--- src/rtl/ps2_rx_fifo.sv ---
// rtl/ps2_rx_fifo.sv - PS/2 device-to-host receiver with FWFT scan-code FIFO
//
// Purpose:
//   Synchronises and deglitches the PS/2 pins, deframes 11-bit frames
//   (start, 8 data LSB first, odd parity, stop), aborts stalled frames by
//   timeout and queues good scan codes in a first-word-fall-through FIFO.
//   Counts 8'hF0 break codes as they are popped.
//
// Ports:
//   clk, rst        system clock, asynchronous active-high reset
//   ps2_clk/data    asynchronous PS/2 pins
//   rd_en           pop request, honoured only while valid
//   data, valid     FIFO head and non-empty indication
//   level           FIFO occupancy
//   overflow        sticky: good frame dropped because FIFO full
//   parity_err      sticky: frame dropped for even parity
//   frame_err       sticky: bad start/stop or timeout abort
//   err_clr         clears the three sticky flags
//   break_cnt       number of 8'hF0 codes popped, wrapping

module ps2_rx_fifo #(
    parameter int FIFO_DEPTH     = 8,
    parameter int SYNC_STAGES    = 3,
    parameter int FILTER_LEN     = 4,
    parameter int TIMEOUT_CYCLES = 50000
) (
    input  logic                            clk,
    input  logic                            rst,
    input  logic                            ps2_clk,
    input  logic                            ps2_data,
    input  logic                            rd_en,
    output logic [7:0]                      data,
    output logic                            valid,
    output logic [$clog2(FIFO_DEPTH):0]     level,
    output logic                            overflow,
    output logic                            parity_err,
    output logic                            frame_err,
    input  logic                            err_clr,
    output logic [7:0]                      break_cnt
);

    localparam int PW = $clog2(FIFO_DEPTH);
    localparam int LW = PW + 1;
    localparam int FW = $clog2(FILTER_LEN + 1);
    localparam int TW = $clog2(TIMEOUT_CYCLES + 1);

    // ------------------------------------------------------------------
    // Pin synchronisers (reset to idle-high bus)
    // ------------------------------------------------------------------
    logic [SYNC_STAGES-1:0] clk_sync_q, data_sync_q;
    logic                   clk_s, data_s;

    always_ff @(posedge clk or posedge rst) begin
        if (rst) begin
            clk_sync_q  <= '1;
            data_sync_q <= '1;
        end else begin
            clk_sync_q  <= {clk_sync_q[SYNC_STAGES-2:0], ps2_clk};
            data_sync_q <= {data_sync_q[SYNC_STAGES-2:0], ps2_data};
        end
    end

    assign clk_s  = clk_sync_q[SYNC_STAGES-1];
    assign data_s = data_sync_q[SYNC_STAGES-1];

    // ------------------------------------------------------------------
    // Clock filter: level flips only after FILTER_LEN consecutive
    // disagreeing samples; any agreeing sample restarts the run.
    // ------------------------------------------------------------------
    logic          filt_q, filt_d;
    logic [FW-1:0] fcnt_q, fcnt_d;
    logic          sample;

    always_comb begin
        filt_d = filt_q;
        fcnt_d = '0;
        if (clk_s != filt_q) begin
            if (fcnt_q == FW'(FILTER_LEN - 1)) begin
                filt_d = clk_s;
            end else begin
                fcnt_d = fcnt_q + FW'(1);
            end
        end
    end

    // Falling edge of the filtered clock, seen in the cycle it flips.
    assign sample = filt_q & ~filt_d;

    always_ff @(posedge clk or posedge rst) begin
        if (rst) begin
            filt_q <= 1'b1;
            fcnt_q <= '0;
        end else begin
            filt_q <= filt_d;
            fcnt_q <= fcnt_d;
        end
    end

    // ------------------------------------------------------------------
    // Deframer and stall timeout
    // ------------------------------------------------------------------
    logic [3:0]    bitcnt_q, bitcnt_d;
    logic [9:0]    shift_q, shift_d;     // after 10 shifts: [0]=start, [8:1]=data, [9]=parity
    logic [TW-1:0] to_q, to_d;
    logic          push_q, push_d;
    logic [7:0]    pdata_q, pdata_d;
    logic          frame_set, par_set;

    always_comb begin
        bitcnt_d  = bitcnt_q;
        shift_d   = shift_q;
        to_d      = to_q;
        push_d    = 1'b0;
        pdata_d   = pdata_q;
        frame_set = 1'b0;
        par_set   = 1'b0;
        if (sample) begin
            to_d = '0;
            if (bitcnt_q == 4'd10) begin
                bitcnt_d = 4'd0;
                if (shift_q[0] | ~data_s) begin
                    frame_set = 1'b1;
                end else if (~^shift_q[9:1]) begin
                    par_set = 1'b1;
                end else begin
                    push_d  = 1'b1;
                    pdata_d = shift_q[8:1];
                end
            end else begin
                shift_d  = {data_s, shift_q[9:1]};
                bitcnt_d = bitcnt_q + 4'd1;
            end
        end else if (bitcnt_q != 4'd0) begin
            if (to_q == TW'(TIMEOUT_CYCLES - 1)) begin
                bitcnt_d  = 4'd0;
                to_d      = '0;
                frame_set = 1'b1;
            end else begin
                to_d = to_q + TW'(1);
            end
        end
    end

    always_ff @(posedge clk or posedge rst) begin
        if (rst) begin
            bitcnt_q <= '0;
            shift_q  <= '0;
            to_q     <= '0;
            push_q   <= 1'b0;
            pdata_q  <= '0;
        end else begin
            bitcnt_q <= bitcnt_d;
            shift_q  <= shift_d;
            to_q     <= to_d;
            push_q   <= push_d;
            pdata_q  <= pdata_d;
        end
    end

    // ------------------------------------------------------------------
    // FWFT FIFO
    // ------------------------------------------------------------------
    logic [7:0]    mem_q [FIFO_DEPTH];
    logic [PW-1:0] wr_ptr_q, wr_ptr_d, rd_ptr_q, rd_ptr_d;
    logic [LW-1:0] level_q, level_d;
    logic [7:0]    brk_q, brk_d;
    logic          full, pop, wr, ovf_set;

    assign valid   = (level_q != '0);
    assign full    = (level_q == LW'(FIFO_DEPTH));
    assign pop     = rd_en & valid;
    // A pop in the same cycle frees the slot, so a full FIFO still accepts.
    assign wr      = push_q & (~full | pop);
    assign ovf_set = push_q & full & ~pop;

    always_comb begin
        wr_ptr_d = wr_ptr_q;
        rd_ptr_d = rd_ptr_q;
        level_d  = level_q;
        brk_d    = brk_q;
        if (wr) begin
            wr_ptr_d = wr_ptr_q + PW'(1);
        end
        if (pop) begin
            rd_ptr_d = rd_ptr_q + PW'(1);
            if (mem_q[rd_ptr_q] == 8'hF0) begin
                brk_d = brk_q + 8'd1;
            end
        end
        if (wr && !pop) begin
            level_d = level_q + LW'(1);
        end else if (pop && !wr) begin
            level_d = level_q - LW'(1);
        end
    end

    always_ff @(posedge clk) begin
        if (wr) begin
            mem_q[wr_ptr_q] <= pdata_q;
        end
    end

    always_ff @(posedge clk or posedge rst) begin
        if (rst) begin
            wr_ptr_q <= '0;
            rd_ptr_q <= '0;
            level_q  <= '0;
            brk_q    <= '0;
        end else begin
            wr_ptr_q <= wr_ptr_d;
            rd_ptr_q <= rd_ptr_d;
            level_q  <= level_d;
            brk_q    <= brk_d;
        end
    end

    assign data      = valid ? mem_q[rd_ptr_q] : 8'h00;
    assign level     = level_q;
    assign break_cnt = brk_q;

    // ------------------------------------------------------------------
    // Sticky flags: a new error in the clear cycle wins.
    // ------------------------------------------------------------------
    logic ovf_q, ovf_d, par_q, par_d, frm_q, frm_d;

    always_comb begin
        ovf_d = (ovf_q & ~err_clr) | ovf_set;
        par_d = (par_q & ~err_clr) | par_set;
        frm_d = (frm_q & ~err_clr) | frame_set;
    end

    always_ff @(posedge clk or posedge rst) begin
        if (rst) begin
            ovf_q <= 1'b0;
            par_q <= 1'b0;
            frm_q <= 1'b0;
        end else begin
            ovf_q <= ovf_d;
            par_q <= par_d;
            frm_q <= frm_d;
        end
    end

    assign overflow   = ovf_q;
    assign parity_err = par_q;
    assign frame_err  = frm_q;

endmodule

--- config.mk ---
export PLATFORM = sky130hd
export DESIGN_NAME = ps2_rx_fifo
export DESIGN_NICKNAME = d
export VERILOG_FILES = /design/src/rtl/ps2_rx_fifo.sv
export SDC_FILE = /design/constraint.sdc
export NUM_CORES = 1
export LEC_CHECK = 0
export ABC_AREA = 0
export CELL_PAD_IN_SITES_DETAIL_PLACEMENT = 1
export CELL_PAD_IN_SITES_GLOBAL_PLACEMENT = 1
export CORE_UTILIZATION = 35
export DETAILED_ROUTE_END_ITERATION = 6
export HOLD_SLACK_MARGIN = 0.05
export MAX_ROUTING_LAYER = met4
export PLACE_DENSITY_LB_ADDON = 0.1
export SLEW_MARGIN = 10
export SYNTH_ARGS = -nofsm -noshare
export SYNTH_HDL_FRONTEND = slang
export SYNTH_SLANG_ARGS = --single-unit
--- constraint.sdc ---
create_clock -name clk -period 6.45 [get_ports clk]
set_input_delay 1.6125 -clock clk [delete_from_list [all_inputs] [get_ports clk]]
set_output_delay 1.6125 -clock clk [all_outputs]
set_load 0.05 [all_outputs]
### Yosys cells after proc, flatten, opt, wreduce, memory -nomap -nowiden

Memories as Yosys holds them, arrays and structs flattened.
Cells that the tools add are included.

| operators by class | value |
|---|---|
| bitwise operators | 21 |
| multiply operators | 0 |
| equality and inequality tests | 6 |
| $lt $le $gt $ge | 0 |
| add/sub/neg operators | 8 |
| shifts and indexed selects | 0 |
| reductions and logical operators | 14 |
| div/mod/pow operators | 0 |
| muxes and demuxes | 29 |

Operators with widths:

| cell | number |
|---|---|
| $mux 16 | 3 |
| $mux 4 | 6 |
| $mux 1 | 17 |
| $add 16x1->16 const B | 1 |
| $eq 16x16->1 const B | 1 |
| $add 3x1->3 const B | 3 |
| $reduce_xnor 9->1 | 1 |
| $add 4x1->4 const B | 2 |
| $add 8x1->8 const B | 1 |
| $and 1x1->1 | 8 |
| $eq 4x4->1 const B | 2 |
| $eq 8x8->1 const B | 1 |
| $mux 8 | 1 |
| $not 1->1 | 8 |
| $reduce_bool 4->1 | 2 |
| $mux 3 | 2 |
| $reduce_and 2->1 | 3 |
| $reduce_bool 2->1 | 3 |
| $or 1x1->1 | 5 |
| $reduce_and 4->1 | 1 |
| $sub 4x1->4 const B | 1 |
| $eq 3x2->1 const B | 1 |
| $logic_and 1x1->1 | 2 |
| $logic_not 1->1 | 2 |
| $ne 1x1->1 | 1 |

| word-level totals | value |
|---|---|
| input port bits | 6 |
| bits in writable memories | 64 |
| output and inout bits | 24 |
| latch bits | 0 |
| register bits after elaboration | 70 |
| memories kept | 1 |
| ROM bits | 0 |

Memories:

| name | words | width | read ports | clocked after Yosys merged registers in | write ports | RTL line | RTL |
|---|---|---|---|---|---|---|---|
| mem_q | 8 | 8 | 1 | 0 | 1 | 163 | `logic [7:0] mem_q [FIFO_DEPTH];` |

### Longest topological paths before layout

Gate-level depths: netlist of the first run.

| logic depth | value |
|---|---|
| word-level depth | 8 |
| depth in mapped cells | 12 |

### Worst setup path after synthesis of the first run

OpenSTA, ideal clock, no wires.

| timing path | value |
|---|---|
| path kind | flip-flop to output port |
| start | reg rd_ptr_q[2] |
| end | out data[3] |
| buffers on the path | 2 |
| stages on the path, launching flop included | 6 |
| arrival | 1.858 ns |
| data required time | 4.838 ns |
| setup slack | 2.980 ns |
| path through | dfrtp_1 > buf_2 > clkbuf_1 > mux4_2 > mux2i_2 > nor2_1 |

| on the way | value |
|---|---|
| word-level cells in the longest chain between the ends | 2 |

Ends and longest elaborated chain:

| what | RTL line | RTL |
|---|---|---|
| from (decl) | 164 | `logic [PW-1:0] wr_ptr_q, wr_ptr_d, rd_ptr_q, rd_ptr_d;` |
| from (signal assigned) | 211 | `rd_ptr_q <= rd_ptr_d;` |
| $mem_v2 8x8 | -- |  |
| $mux 8 | 217 | `assign data = valid ? mem_q[rd_ptr_q] : 8'h00;` |
| to (decl) | 32 | `output logic [7:0] data,` |

No other way between the ends.

### Worst setup path in the final report of the first run

| timing path | value |
|---|---|
| start | reg rd_ptr_q[1] |
| end | out data[4] |

Same word-level chain as after synthesis.

==> results of run 1 <==
-- metal layers --
layer | routed length [um] | vias up | GRT usage, %
met5 | 0 | - | -
met4 | 177 | 0 | 6.897
met3 | 243 | 15 | 3.420
met2 | 5850 | 37 | 25.34
met1 | 5217 | 1683 | 19.08
li1 | - | 1511 | -
-- synth_stat cells (2+ instances only) --
cell	n	area, um^2
and3_1	6	37.54
mux2_1	11	123.9
nor3b_1	3	22.52
inv_2	4	15.01
a21o_1	3	22.52
clkbuf_1	6	22.52
o21ai_1	4	20.02
o21ai_0	2	10.01
xnor2_1	16	140.1
nor4bb_1	3	30.03
nand2_1	22	82.58
nand2b_1	4	25.02
dfrtp_1	63	1577
inv_1	13	48.80
nor4_2	5	62.56
and4_1	2	17.52
mux2i_1	2	20.02
nor2b_1	3	18.77
o22ai_1	6	37.54
mux2i_2	3	41.29
xor2_1	16	140.1
nand4_1	6	37.54
mux2_2	15	168.9
mux4_2	16	360.4
nor3_1	7	35.03
nand3_1	12	60.06
nor2_1	28	105.1
dfstp_2	7	183.9
ha_1	11	137.6
edfxtp_1	64	1922
a21oi_1	6	30.03
and2_1	5	31.28
buf_6	2	22.52
-- cells in the final DEF (no fill, tap or decap), types with 3 or more instances in the layout --
master            n
edfxtp_1         64
dfrtp_1          63
clkdlybuf4s50_1  29
nor2_1           28
nand2_1          22
clkbuf_16        17
xor2_1           16
mux4_2           16
xnor2_1          16
mux2_2           15
nand3_1          12
inv_1            12
mux2_1           11
ha_1             11
dfstp_2           7
and3_1            6
a21oi_1           6
nand4_1           6
o22ai_1           6
nor3_1            5
nor4_2            5
inv_2             5
and2_1            5
inv_6             5
o21ai_1           4
nand2b_1          4
bufinv_16         4
nor4bb_1          3
a21o_1            3
nor3b_1           3
mux2i_2           3
nor3_2            3
nor2b_1           3
buf_4             3
-- through the flow --
stage	utilization, %	total power, mW
4_1_cts	43.45	2.184
5_1_grt	43.45	2.245
3_5_place_dp	39.47	1.138
6_report	43.45	2.159
3_3_place_gp	39.47	1.131
2_1_floorplan	-	1.096
-- flip-flops by register name, summed over array words and instances, names as in the netlist --
name,flops
to_q,16
clk_sync_q,3
push_q,1
bitcnt_q,4
parity_err,1
shift_q,10
filt_q,1
pdata_q,8
level,4
wr_ptr_q,3
mem_q,64
overflow,1
rd_ptr_q,3
fcnt_q,3
frame_err,1
break_cnt,8
data_sync_q,3
-- how the worst max path moves through the flow --
stage | start | endpoint
CTS | rd_ptr_q[1] | data[4]
global placement | rd_ptr_q[1] | data[4]
floorplan | rd_ptr_q[2] | data[3]
global route | rd_ptr_q[1] | data[4]
detailed placement | rd_ptr_q[1] | data[4]
finish | rd_ptr_q[1] | data[4]
-- area by class of cell --
cell class,instances,area share (%)
Sequential cell,134,52.97
Multi-Input combinational cell,230,28.58
Clock buffer,19,6.371
Timing Repair Buffer,32,4.500
Tap cell,216,3.888
Clock inverter,13,2.772
Inverter,17,0.9179
-- cell families (layout without fill, tap and decap cells) --
group	count (synthesis)	after routing
flops	134	134
simple gates	115	115
mux	47	47
xor+xnor	33	33
buf+inv	26	81
compound gates	23	23
fa+ha+maj	12	12
-- power breakdown --
part / total (mW) / leakage [nW] / switching [mW] / internal (mW)
combinational: 0.161 / 0.933 / 0.0861 / 0.0745
sequential: 0.958 / 1.55 / 0.0314 / 0.927
clock: 1.04 / 0.307 / 0.377 / 0.663
total: 2.16 / 2.80 / 0.494 / 1.66
==> reports/summary.log, run 1 <==
[status] run status finished clean
[placement] post-placement cell count 629
[detailed_routing] number of vias after detailed routing 3246
[setup_path] Max stage delay on crit path 900 ps
[yosys] number of standard cells after synthesis 390
[global_route] largest net degree at the start of global routing 71
[timing] Setup violations, final 0
[global_route] GRT Resource Usage Total 15.72%
[die] Std-Cell Core Area 16000 um^2
[clock_network] clock buffers created by TritonCTS 17
[setup_path] critical path's top delay family multiplexers
[die] boundary pin count 30
[yosys] share of synthesized cell area in full adder, half adder and majority cells 2.731%
[placement] number of input and output port buffers inserted 29
[setup_path] depth of the most critical reg-to-reg path 12
[timing] max frequency 212.3 MHz
[timing] Worst Clk Skew 6.107 ps
[yosys] asr flop ratio synth 52.24%
[yosys] post-synthesis mux area share 12.38%
[yosys] fraction of the yosys area taken by sequential cells 63.78%
[yosys] basic-gate share of the synthesized area counting and, or, nand and nor cells 11.51%
[timing] number of max-slew violations in the final report 0
[cells_and_area] P&R area growth vs syn 20.42%
[pwr] total power per unit cell area 310.5 nW/um^2
[detailed_routing] routed len/inst 17.38 um
[min_path] depth of the worst hold-timing path 0
[setup_path] largest driver fanout on the critical path 14
[detailed_routing] Iter 0 DRT Violations 136
[clock_network] post_cts resized 0
[setup_path] stages on the worst setup path 4
[clock_network] CTS HTree Levels 4
[die] Cell Rows 46
[cells_and_area] Sequential Area 3682 um^2
[flow_run] number of max-cap violations 0
[die] Die Area 17010 um^2
[cells_and_area] final net count 450
[cells_and_area] fraction of layout instances using a drive strength above 1 20.22%
[yosys] Post-synth EDFFs 64
[clock_network] number of clock sinks 134
[pwr] maximum vdd drop 0.0001771 V
[yosys] number of register bits inferred by synthesis 134
[cells_and_area] multi-input logic area 1987 um^2
[min_path] Hold WC Path Type flop to flop
[cells_and_area] number of fill cells in the layout 1646
[die] Die Width 130.4 um
[yosys] post-synth net total 408
[clock_network] Clock Tree Buf Depth 2
[detailed_routing] Total Wirelength 11.49 mm
[min_path] min-delay src data_sync_q[0]
[setup_path] CP max-delay cell dfrtp_1
[global_route] vias in the first global route 3454
[yosys] Main synth FF type edfxtp_1
[yosys] Synth Cell Area 5773 um^2
[setup_path] Critical Path Sink Type primary output
[timing] final sum of negative setup slack 0 ps
[timing] tightest hold margin 354.4 ps
[placement] gpl congestion 0.7513
[clock_network] Clock Latency Late Sink 420 ps
[clock_network] post-cts hold buffer count 0
[yosys] compound-cell area share of the yosys netlist 2.384%
[timing] final-report hold violation count 0
[yosys] main combinational cell family by area after synthesis multiplexers
[min_path] terminating pin of the worst hold path data_sync_q[1]
[setup_path] WP data arrival 3100 ps
[clock_network] master cell of the clock root buffer clkbuf_16
[global_route] wire length of the first global-routing pass 18.88 mm
[setup_path] reg-to-reg endpoint level[3]
[setup_path] CP bufs+invs 1
[placement] minimum setup slack after placement 2157 ps
[pwr] total leakage power 2.795 nW
[setup_path] CP cell instances mux4_2 > mux2_2 > and2_1 > clkdlybuf4s50_1
[timing] normalized max-slew margin 33.02%
[setup_path] slack of the worst reg-to-reg path 3300 ps
[timing] period utilization 73.03%
[clock_network] post-CTS clock slew at the launch and capture registers of the worst setup and hold paths 60 ps
[placement] dpl hpwl 7.510 mm
[global_route] antenna violations before repair 0
[die] die extent in y 130.4 um
[detailed_routing] post-DR vias/cell 4.911
[detailed_routing] count of TritonRoute iterations in the first routing pass 4
[yosys] post-synthesis area per instance 14.80 um^2
[cells_and_area] Post-Layout Inst Area 6952 um^2
[cells_and_area] antenna diode count 0
[clock_network] CTS tree yes
[die] Starting Density 36.08%
[setup_path] kind of start point of the critical path flop
[timing] post-route minimum period 4710 ps
[setup_path] worst reg2reg startpoint level[0]
[clock_network] Post-CTS Setup Repair Bufs 0
[timing] unrepaired setup endpoints after global routing no
[detailed_routing] remaining antenna violation count 0
[timing] pin slew with the least headroom to its limit 1001 ps
[yosys] area share of xor/xnor cells in the synthesized design 5.245%
[yosys] count of yosys warnings during synthesis 0
[detailed_routing] Post-route DRC 0
[setup_path] Required @ worst endpoint 4840 ps
[global_route] total congestion overflow 0
[cells_and_area] Final Non-Filler Cells 661
[yosys] Synth cell types 47
[timing] final setup slack of the worst path 1740 ps
[setup_path] WS Path Type flop to primary output
[placement] Placement Cell Area 6316 um^2
(Power assumes the default switching activity.)
==> run 2: changes to the inputs <==
- clock period: 6.45 -> 4.6 ns (I/O delays scaled with it)
==> run 2 against run 1 <==
  * First-iteration DRC count down 22%
  * Critical path depth unchanged
  * Die area unchanged
  * Core utilization up 0.25 points
  * Power up 35%
  * Final cell count up 1.7%
  * Cell area up 0.58%
  * Clock skew up 2.8 ps
  * Combinational power up 42%
  * Clock-buffer cell count unchanged
  * Wire length up 3.4%
  * Via count up 2.2%
  * Largest cell class unchanged
  * Largest power group unchanged
  * Highest routed layer unchanged
==> reports/summary.log, run 2 (synthesis results as in run 1) <==
[timing] final sum of negative setup slack 0 ps
[setup_path] CP max-delay cell dfrtp_1
[min_path] depth of the worst hold-timing path 0
[clock_network] Post-CTS Setup Repair Bufs 0
[detailed_routing] routed len/inst 17.67 um
[cells_and_area] fraction of layout instances using a drive strength above 1 22.37%
[global_route] vias in the first global route 3567
[detailed_routing] Post-route DRC 0
[pwr] maximum vdd drop 0.0002479 V
[timing] number of max-slew violations in the final report 0
[placement] post-placement cell count 640
[cells_and_area] final net count 461
[timing] final setup slack of the worst path 475.7 ps
[placement] gpl congestion 0.6892
[die] Cell Rows 46
[setup_path] depth of the most critical reg-to-reg path 5
[setup_path] CP bufs+invs 1
[setup_path] Max stage delay on crit path 810 ps
[timing] pin slew with the least headroom to its limit 974.0 ps
[clock_network] post_cts resized 0
[global_route] wire length of the first global-routing pass 19.40 mm
[cells_and_area] multi-input logic area 1987 um^2
[detailed_routing] remaining antenna violation count 0
[setup_path] Required @ worst endpoint 3450 ps
[min_path] terminating pin of the worst hold path clk_sync_q[1]
[global_route] GRT Resource Usage Total 16.10%
[setup_path] WS Path Type flop to primary output
[die] die extent in y 130.4 um
[setup_path] largest driver fanout on the critical path 12
[flow_run] number of max-cap violations 0
[setup_path] CP cell instances mux4_2 > mux2_2 > and2_1 > clkdlybuf4s50_1
[global_route] largest net degree at the start of global routing 29
[cells_and_area] Final Non-Filler Cells 672
[die] Die Width 130.4 um
[detailed_routing] post-DR vias/cell 4.936
[setup_path] Critical Path Sink Type primary output
[setup_path] reg-to-reg endpoint break_cnt[1]
[clock_network] master cell of the clock root buffer clkbuf_16
[pwr] total leakage power 2.864 nW
[placement] minimum setup slack after placement 865.9 ps
[cells_and_area] P&R area growth vs syn 21.11%
[clock_network] CTS HTree Levels 4
[pwr] total power per unit cell area 417.9 nW/um^2
[clock_network] Clock Latency Late Sink 420 ps
[timing] unrepaired setup endpoints after global routing no
[pwr] Overall Power 2.922 mW
[timing] post-route minimum period 4124 ps
[cells_and_area] Sequential Area 3682 um^2
[detailed_routing] count of TritonRoute iterations in the first routing pass 4
[cells_and_area] max FFs per register 64
[clock_network] CTS tree yes
[global_route] antenna violations before repair 0
[status] run status finished clean
[global_route] total congestion overflow 0
[die] boundary pin count 30
[placement] number of input and output port buffers inserted 29
[min_path] Hold WC Path Type flop to flop
[detailed_routing] number of vias after detailed routing 3317
[setup_path] kind of start point of the critical path flop
[cells_and_area] number of fill cells in the layout 1687
[timing] Setup violations, final 0
[setup_path] WP data arrival 2970 ps
[cells_and_area] most common library cell in the layout ignoring fill and taps edfxtp_1
[timing] normalized max-slew margin 34.82%
[cells_and_area] antenna diode count 0
[timing] max frequency 242.5 MHz
[clock_network] post-cts hold buffer count 0
[placement] dpl hpwl 8.031 mm
[min_path] min-delay src clk_sync_q[0]
[die] Std-Cell Core Area 16000 um^2
[detailed_routing] Iter 0 DRT Violations 106
[timing] Worst Clk Skew 8.914 ps
[placement] Placement Cell Area 6399 um^2
[clock_network] Clock Tree Buf Depth 2
[timing] final-report hold violation count 0
[setup_path] critical path's top delay family multiplexers
[cells_and_area] largest registers in the final layout mem_q (64), to_q (16), shift_q (10)
[setup_path] worst reg2reg startpoint rd_ptr_q[0]
[cells_and_area] Most flops, register mem_q
[setup_path] slack of the worst reg-to-reg path 1900 ps
[clock_network] number of clock sinks 134
[die] Die Area 17010 um^2
[timing] period utilization 89.66%
[die] Starting Density 36.08%
[cells_and_area] Post-Layout Inst Area 6992 um^2
[detailed_routing] Total Wirelength 11.88 mm
[cells_and_area] most used cells in the layout excluding fill and tap cells edfxtp_1 (64), dfrtp_1 (63), clkdlybuf4s50_1 (29), nor2_1 (28), nand2_1 (22)
[clock_network] clock buffers created by TritonCTS 17
[clock_network] post-CTS clock slew at the launch and capture registers of the worst setup and hold paths 60 ps
[run 2: power by group]
group          switching (mW)  leakage (nW)  internal [mW]
combinational           0.122         0.991          0.106
clock                   0.530         0.285          0.820
sequential             0.0445          1.59           1.30
[run 2: routing by layer]
| metal | routed length, um | vias to the layer above | track usage, % |
|---|---|---|---|
| met5 | 0 | - | - |
| met4 | 196 | 0 | 6.491 |
| met3 | 251 | 14 | 3.298 |
| met2 | 5995 | 40 | 25.97 |
| met1 | 5432 | 1729 | 19.87 |
| li1 | - | 1534 | - |
[run 2: worst max path at each step]
stage	start	endpoint	cells past startpoint
3_3_place_gp	rd_ptr_q[0]	data[6]	4
3_5_place_dp	rd_ptr_q[0]	data[6]	4
4_1_cts	rd_ptr_q[0]	data[6]	4
5_1_grt	rd_ptr_q[0]	data[7]	4
6_report	rd_ptr_q[0]	data[6]	4
2_1_floorplan	rd_ptr_q[2]	data[3]	5
[run 2: final cells by class]
cell class | instances | area share, %
multi-input cells | 230 | 28.42
clock inverters | 13 | 2.147
repair buffers | 43 | 5.655
flip-flops and latches | 134 | 52.67
inverters | 17 | 0.9127
clock buffers | 19 | 6.335
well taps | 216 | 3.865
[run 2: stage by stage]
stage | utilization [%] | hold slack [ps]
final | 43.70 | 354.9
after global routing | 43.70 | 357.4
after CTS | 43.70 | 355.4
after detailed placement | 39.99 | 347.0
after global placement | 39.99 | 346.4
after floorplan | - | 345.2
==> run 3: changes to the inputs <==
- CORE_ASPECT_RATIO: unset -> 0.7
- CORE_UTILIZATION: 35 -> 25
==> run 3 against run 2 <==
  * Cell area is 1.2% higher
  * Non-clock buffer count unchanged
  * Power shrank 1.9%
  * Critical endpoint unchanged
  * Largest cell class unchanged
==> reports/summary.log, run 3 (synthesis results as in run 1) <==
[detailed_routing] count of TritonRoute iterations in the first routing pass 4
[detailed_routing] number of vias after detailed routing 3249
[setup_path] WS Path Type flop to primary output
[timing] final sum of negative setup slack 0 ps
[timing] period utilization 90.81%
[timing] normalized max-slew margin 45.90%
[setup_path] WP data arrival 3030 ps
[pwr] maximum vdd drop 0.0002339 V
[global_route] largest net degree at the start of global routing 33
[clock_network] Post-CTS Setup Repair Bufs 0
[detailed_routing] routed len/inst 17.01 um
[global_route] total congestion overflow 0
[setup_path] Critical Path Sink Type primary output
[cells_and_area] final net count 461
[detailed_routing] Iter 0 DRT Violations 238
[timing] number of max-slew violations in the final report 0
[status] run status finished clean
[timing] pin slew with the least headroom to its limit 811.5 ps
[die] Die Width 183.6 um
[die] Starting Density 25.46%
[timing] max frequency 239.4 MHz
[clock_network] master cell of the clock root buffer clkbuf_16
[cells_and_area] largest registers in the final layout mem_q (64), to_q (16), shift_q (10)
[clock_network] CTS tree yes
[cells_and_area] most common library cell in the layout ignoring fill and taps edfxtp_1
[clock_network] post-CTS clock slew at the launch and capture registers of the worst setup and hold paths 60 ps
[cells_and_area] fraction of layout instances using a drive strength above 1 21.93%
[timing] unrepaired setup endpoints after global routing no
[global_route] GRT Resource Usage Total 12.53%
[setup_path] CP cell instances mux4_2 > mux2_2 > and2_1 > clkdlybuf4s50_1
[setup_path] Required @ worst endpoint 3450 ps
[cells_and_area] max FFs per register 64
[clock_network] post_cts resized 0
[timing] final-report hold violation count 0
[placement] gpl congestion 0.7246
[detailed_routing] remaining antenna violation count 0
[global_route] antenna violations before repair 0
[setup_path] critical path's top delay family multiplexers
[setup_path] CP max-delay cell dfrtp_1
[clock_network] clock buffers created by TritonCTS 17
[min_path] Hold WC Path Type flop to flop
[cells_and_area] Most flops, register mem_q
[cells_and_area] P&R area growth vs syn 22.58%
[pwr] total leakage power 2.851 nW
[clock_network] Clock Latency Late Sink 420 ps
[clock_network] CTS HTree Levels 4
[detailed_routing] post-DR vias/cell 4.230
[pwr] total power per unit cell area 405.1 nW/um^2
[timing] Setup violations, final 0
[die] Die Area 23710 um^2
[clock_network] post-cts hold buffer count 0
[placement] Placement Cell Area 6519 um^2
[global_route] wire length of the first global-routing pass 20.86 mm
[cells_and_area] most used cells in the layout excluding fill and tap cells edfxtp_1 (64), dfrtp_1 (63), clkdlybuf4s50_1 (29), nor2_1 (28), nand2_1 (22)
[placement] dpl hpwl 8.906 mm
[die] boundary pin count 30
[die] Std-Cell Core Area 22680 um^2
[detailed_routing] Post-route DRC 0
[die] die extent in y 129.1 um
[setup_path] kind of start point of the critical path flop
[setup_path] largest driver fanout on the critical path 12
[die] Cell Rows 46
[cells_and_area] antenna diode count 0
[setup_path] Max stage delay on crit path 830 ps
[timing] post-route minimum period 4177 ps
[flow_run] number of max-cap violations 0
[detailed_routing] Total Wirelength 13.06 mm
[placement] number of input and output port buffers inserted 29
[global_route] vias in the first global route 3550
[clock_network] Clock Tree Buf Depth 2
[setup_path] CP bufs+invs 1
[clock_network] number of clock sinks 134
[cells_and_area] Post-Layout Inst Area 7077 um^2
[timing] Worst Clk Skew 18.09 ps
==> run 3: cell count changes in the layout (fill, tap and decap cells not counted) <==
cell	before	now
clkbuf_1	1	2
clkbuf_8	1	0
inv_6	3	4
clkinv_1	0	1
bufinv_16	2	1
clkinvlp_4	2	1
==> run 3: power by group <==
group	switching [mW]	total (mW)	internal, mW
combinational	0.124	0.230	0.106
sequential	0.0438	1.34	1.30
clock	0.543	1.29	0.751
==> run 3: worst paths after layout <==
| path | cells after the start | slack [ps] | to | startpoint |
|---|---|---|---|---|
| setup / recovery | 4 | 420 | data[6] | rd_ptr_q[0] |
| hold / removal | 0 | 360 | clk_sync_q[1] | clk_sync_q[0] |
| setup reg to reg | 12 | 1600 | level[3] | level[0] |
| hold reg to reg | 0 | 360 | clk_sync_q[1] | clk_sync_q[0] |
| max in group asynchronous | 3 | 2570 | data_sync_q[1] | rst |
| min in group asynchronous | 2 | 1130 | break_cnt[2] | rst |
==> run 3: per-layer routing <==
metal | share of wire [%] | up-vias | GRT usage [%]
li1 | - | 1533 | -
met3 | 3.5 | 9 | 3.176
met1 | 52 | 1661 | 17.14
met2 | 43 | 46 | 17.78
met5 | 0 | - | -
met4 | 0.97 | 0 | 4.706
==> run 3: stage by stage <==
step	power, mW	cells	setup slack (ps)	util [%]	hold slack (ps)
final	2.867	768	422.7	31.21	355.9
after global routing	2.999	768	283.9	31.21	359.8
after CTS	2.919	768	352.5	31.21	357.0
after detailed placement	1.603	736	804.8	28.75	347.0
after global placement	1.592	736	889.2	28.75	347.5
after floorplan	1.536	390	1592	-	345.2
==> run 3: final cells by class <==
cell class	instances	area, um^2
Sequential cell	134	3682
Multi-Input combinational cell	230	1987
Clock inverter	13	125.1
Timing Repair Buffer	43	395.4
Fill cell	2442	15600
Inverter	17	63.81
Tap cell	312	390.4
Clock buffer	19	432.9
==> run 3: worst reg2reg max path, delay by kind of cell, from the launching register on <==
kind,cells,cell delay (ps)
DFF,1,460
adders and majority gates,2,470
and+or+nand+nor,3,990
AOI/OAI and AO/OA,2,340
buffers and inverters,3,350
xor gates and xnor gates,2,280
